--- src/rtl/led_ctrl_pkg.sv ---
// led_ctrl_pkg: debounce state encoding and divider/debounce sizing helpers for the LED step tick generator.
package led_ctrl_pkg;
  typedef enum logic [1:0] {LO_STABLE, CHK_HI, HI_STABLE, CHK_LO} db_state_t;
  function automatic int calc_div(input int clk_hz, input int step_hz);
    return clk_hz / step_hz;
  endfunction
  function automatic int calc_db_cyc(input int clk_hz, input int debounce_ms);
    return (clk_hz / 1000) * debounce_ms;
  endfunction
  function automatic int cnt_w(input int n);
    return (n > 1) ? $clog2(n) : 1;
  endfunction
  localparam int DEF_DIV    = calc_div(50_000_000, 4);
  localparam int DEF_DIV_W  = cnt_w(DEF_DIV);
  localparam int DEF_DB_CYC = calc_db_cyc(50_000_000, 10);
  localparam int DEF_DB_W   = cnt_w(DEF_DB_CYC);
endpackage

--- src/rtl/sw_debounce.sv ---
// sw_debounce: two-FF synchroniser plus 4-state debounce FSM; registered level and 1-cycle rise pulse.
module sw_debounce
  import led_ctrl_pkg::*;
#(
  parameter int DB_CYC = 5
) (
  input  logic clk,
  input  logic rst,
  input  logic sw,
  output logic sw_level,
  output logic rise_pulse
);
  localparam int W = cnt_w(DB_CYC);
  localparam logic [W-1:0] LAST = W'(DB_CYC - 1);
  logic r_s1, r_s2;
  db_state_t r_state;
  logic [W-1:0] r_cnt;
  logic w_done;
  assign w_done = (r_cnt == LAST);
  always_ff @(posedge clk or posedge rst) begin
    if (rst) begin
      r_s1       <= 1'b0;
      r_s2       <= 1'b0;
      r_state    <= LO_STABLE;
      r_cnt      <= '0;
      sw_level   <= 1'b0;
      rise_pulse <= 1'b0;
    end else begin
      r_s1       <= sw;
      r_s2       <= r_s1;
      rise_pulse <= 1'b0;
      case (r_state)
        LO_STABLE: if (r_s2) begin
          r_state <= CHK_HI;
          r_cnt   <= '0;
        end
        CHK_HI: if (!r_s2) r_state <= LO_STABLE;
          else if (w_done) begin
            r_state    <= HI_STABLE;
            sw_level   <= 1'b1;
            rise_pulse <= 1'b1;
          end else r_cnt <= r_cnt + 1'b1;
        HI_STABLE: if (!r_s2) begin
          r_state <= CHK_LO;
          r_cnt   <= '0;
        end
        CHK_LO: if (r_s2) r_state <= HI_STABLE;
          else if (w_done) begin
            r_state  <= LO_STABLE;
            sw_level <= 1'b0;
          end else r_cnt <= r_cnt + 1'b1;
        default: r_state <= LO_STABLE;
      endcase
    end
  end
endmodule

--- src/rtl/led_step_tick_gen.sv ---
// led_step_tick_gen: debounced run/pause switch driving a step-rate prescaler with restart pulse.
// Optional LED_STEP_FAST_EN adds a `fast` input that shortens the step period to DIV/4.
module led_step_tick_gen
  import led_ctrl_pkg::*;
#(
  parameter int CLK_HZ      = 50_000_000,
  parameter int STEP_HZ     = 4,
  parameter int DEBOUNCE_MS = 10
) (
  input  logic clk,
  input  logic rst,
  input  logic sw,
`ifdef LED_STEP_FAST_EN
  input  logic fast,
`endif
  output logic step,
  output logic restart,
  output logic sw_level
);
  localparam int DIV    = calc_div(CLK_HZ, STEP_HZ);
  localparam int DB_CYC = calc_db_cyc(CLK_HZ, DEBOUNCE_MS);
  localparam int DW     = cnt_w(DIV);
  localparam logic [DW-1:0] TERM_SLOW = DW'(DIV - 1);
  localparam logic [DW-1:0] TERM_FAST = DW'(DIV / 4 - 1);
  logic [DW-1:0] r_div;
  logic [DW-1:0] w_term;
`ifdef LED_STEP_FAST_EN
  assign w_term = fast ? TERM_FAST : TERM_SLOW;
`else
  assign w_term = TERM_SLOW;
`endif
  sw_debounce #(.DB_CYC(DB_CYC)) u_db (
    .clk        (clk),
    .rst        (rst),
    .sw         (sw),
    .sw_level   (sw_level),
    .rise_pulse (restart)
  );
  // The restart cycle is tick 0 of the new period, so the first step lands DIV cycles after restart.
  always_ff @(posedge clk or posedge rst) begin
    if (rst) begin
      r_div <= '0;
      step  <= 1'b0;
    end else if (restart) begin
      r_div <= DW'(1);
      step  <= 1'b0;
    end else if (sw_level && r_div >= w_term) begin
      r_div <= '0;
      step  <= 1'b1;
    end else begin
      r_div <= sw_level ? r_div + 1'b1 : r_div;
      step  <= 1'b0;
    end
  end
endmodule
--- config.mk ---
export PLATFORM = sky130hd
export DESIGN_NAME = led_step_tick_gen
export DESIGN_NICKNAME = d
export VERILOG_FILES = /design/src/rtl/led_ctrl_pkg.sv /design/src/rtl/sw_debounce.sv /design/src/rtl/led_step_tick_gen.sv
export SDC_FILE = /design/constraint.sdc
export NUM_CORES = 1
export LEC_CHECK = 0
export ABC_CLOCK_PERIOD_IN_PS = 2950
export BUFFER_PORTS_ARGS = -buffer_cell sky130_fd_sc_hd__buf_2
export CORE_MARGIN = 2
export CORE_UTILIZATION = 35
export CTS_BUF_LIST = sky130_fd_sc_hd__clkbuf_8
export CTS_CLUSTER_SIZE = 14
export DETAILED_ROUTE_END_ITERATION = 16
export SLEW_MARGIN = 15
export SYNTH_ARGS = -nofsm -noshare
export SYNTH_HDL_FRONTEND = slang
export SYNTH_SLANG_ARGS = --single-unit
--- constraint.sdc ---
create_clock -name clk -period 2.95 [get_ports clk]
set_input_delay 0.885 -clock clk [delete_from_list [all_inputs] [get_ports clk]]
set_output_delay 0.885 -clock clk [all_outputs]
set_load 0.01 [all_outputs]
==> flow_summary.json <==
{
  "ys.warnings.count": 0,
  "p_int_mw": 1.05,
  "worstPathRequired_ps": 3190,
  "power_per_cell_area_nw_per_um2": 426,
  "period_share": 0.733,
  "synth.ff_latch_count": 50,
  "p_sw_frac": 0.218,
  "gp_congestion": 0.876,
  "seq_power_share": 0.529,
  "clockRootBuffer": "clkbuf_8",
  "max_freq_mhz": 462,
  "avgViaCountPerCell": 5.59,
  "grt_pass1_vias": 2267,
  "nFillCells": 795,
  "worst_pin_slew_ps": 716,
  "drt_wl_total_mm": 6.15,
  "port_buffers": 5,
  "setup_viol": 0,
  "die_area_um2": 8900,
  "postSynth.asyncResetShare": 1.00,
  "grt_max_degree": 32,
  "criticalPathCategory": "reg -> reg",
  "drc_errors": 0,
  "cts.sinks": 50,
  "relSlewSlack": 0.523,
  "max_stage_delay_ps": 610,
  "finalCriticalPeriod_ps": 2160,
  "start_kind": "flop",
  "cp-end-kind": "flop",
  "min_path_type": "reg -> reg",
  "r2r_slack_ps": 790,
  "placementRows": 32,
  "drv_cap": 0,
  "p_sw_mw": 0.292,
  "cts_tree": "built",
  "r2r_start": "r_div[0]",
  "cp_cell_sequence": "ha_1 > nand4_1 > and3_1 > o21a_1 > o21ai_0 > a31oi_1",
  "fin_worst_skew_ps": 6.85,
  "cts_made_buffers": 5,
  "drtAntennaViolNets": 0,
  "die_h_um": 94.4,
  "syn-num-nets": 318,
  "drive_above_1_share": 0.121,
  "ff2ff_path_depth": 6,
  "cts_setup_buffers": 0,
  "clk_latency_ps": 310,
  "cts_buffer_depth": 2,
  "postCtsHoldBufs": 0,
  "initial_utilization": 0.366,
  "htree_levels": 2,
  "track_usage": 0.154,
  "clk_pin_slew_ps": 100,
  "avgSynthCellArea_um2": 9.13,
  "hold_path_depth": 0,
  "hold_viol": 0,
  "cp_max_fo": 21,
  "p_total_mw": 1.34,
  "fin_nets": 326,
  "cpMaxStageDelayCell": "o21a_1",
  "antenna_found_initial": 0,
  "post_dp_cell_area_um2": 3010,
  "rsz0062_at_grt": "no",
  "mostFrequentLayoutCells": "dfrtp_1 (50), nand2_1 (39), nand3_1 (30)",
  "cts.repair.resized": 0,
  "wl_per_cell_um": 14.5,
  "p_leak_nw": 1.31,
  "io_pins": 6,
  "final_cell_area_um2": 3150,
  "crit_arrival_ps": 2400,
  "vdd_drop_max_v": 0.000204,
  "fin_setup_tns_ps": 0,
  "drtIter0Drc": 83,
  "diodes": 0,
  "mostFrequentLayoutCell": "dfrtp_1",
  "hold_end": "u_db.r_s2",
  "r2r-end": "r_div[19]",
  "overflow": 0,
  "holdWs_ps": 360,
  "path_delay_family": "compound AO/OA/AOI/OAI gates",
  "synth-edff-count": 0,
  "status": "finished, final reports clean",
  "area_growth_pct": 10.2,
  "yosysSeqAreaShare": 0.438,
  "slew_viol_final": 0,
  "grt_first_pass_wirelength_mm": 11.0,
  "clkPwrFrac": 0.434,
  "worstHoldStart": "u_db.r_s1",
  "synth_cells": 313,
  "dr_total_vias": 2370,
  "drtPass1Iterations": 4,
  "crit_buf_inv": 0,
  "fp.dieW_um": 94.4,
  "synthesis.area_um2": 2860,
  "combPwrFrac": 0.037,
  "synthFlopType": "dfrtp_1",
  "yosysUniqueCellTypes": 58,
  "core_area_um2": 7810,
  "dpl.hpwl_mm": 4.24
}
==> sequential cells by signal, indices dropped and copies added, names as in the netlist, named ones only <==
name             count
u_db.r_state         1
u_db.r_s2            1
r_div               24
u_db.rise_pulse      1
step                 1
u_db.sw_level        1
u_db.r_s1            1
u_db.r_cnt          19
==> metal layers <==
layer	global-route usage	vias to the layer above	share of wire
li1	-	1182	-
met1	0.203	1149	0.49
met2	0.253	32	0.47
met3	0.0295	7	0.027
met4	0.0556	0	0.014
met5	0	-	0
==> through the flow <==
stage | util | worst slack [ps] | instances
floorplan | - | 864 | 313
global route | 0.403 | 584 | 424
detailed placement | 0.386 | 812 | 416
CTS | 0.403 | 785 | 424
global placement | 0.386 | 831 | 416
finish | 0.403 | 788 | 424
==> worst max-delay path by stage <==
stage	startpoint	endpoint	slack, ps	cells after the start
after floorplan	rst	async pin	860	1
after global placement	r_div[0]	r_div[19]	830	6
after detailed placement	r_div[0]	r_div[19]	810	6
after CTS	r_div[0]	r_div[19]	790	6
after global routing	r_div[0]	r_div[11]	580	6
final	r_div[0]	r_div[19]	790	6
==> power groups by stage <==
stage               registers, mW  clock network (mW)  logic (mW)
floorplan                   0.717                   0      0.0389
global placement            0.722                   0      0.0497
detailed placement          0.722                   0      0.0510
CTS                         0.709               0.599      0.0511
global route                0.712               0.623      0.0577
finish                      0.709               0.582      0.0491
==> cells in the mapped netlist, types with 2 or more instances <==
library cell	n	area, µm²
or2_2	2	12.5
buf_2	4	20.0
o22ai_1	2	12.5
inv_1	11	41.3
o311ai_1	5	43.8
a22o_1	2	17.5
and2_1	3	18.8
nor3_1	8	40.0
dfrtp_1	50	1250
nor2_1	22	82.6
nand2_1	39	146
a31oi_1	3	18.8
nand3_2	2	20.0
nand2b_1	2	12.5
a22oi_1	2	15.0
a21oi_1	11	55.1
mux2i_1	9	90.1
o211ai_1	2	15.0
clkbuf_1	5	18.8
nor4b_2	2	30.0
o21ai_0	20	100
o21ai_1	5	25.0
nand4_1	7	43.8
or3_1	5	31.3
and4_1	2	17.5
nor4_1	4	25.0
a21o_1	7	52.6
o311ai_0	4	35.0
and3_1	11	68.8
nand3_1	30	150
ha_1	2	25.0
xor2_1	4	35.0
==> cell type report <==
cell class	count	area, µm²	area share
Multi-Input combinational cell	242	1520	0.483
Sequential cell	50	1250	0.397
Tap cell	102	128	0.0405
Timing Repair Buffer	11	70.1	0.0223
Clock buffer	5	68.8	0.0219
Clock inverter	3	68.8	0.0219
Inverter	11	41.3	0.0131
==> logic make-up (layout without fill, tap and decap cells) <==
| group | Yosys count | count (layout) | synth area share |
|---|---|---|---|
| AO/OA/AOI/OAI | 75 | 75 | 0.178 |
| AND/OR/NAND/NOR | 150 | 150 | 0.292 |
| buffers and inverters | 21 | 30 | 0.0328 |
| XOR/XNOR | 5 | 5 | 0.0153 |
| flip-flops | 50 | 50 | 0.438 |
| adder cells (fa/ha/maj) | 2 | 2 | 0.00876 |
| multiplexers | 10 | 10 | 0.0355 |
(Power assumes the default switching activity.)
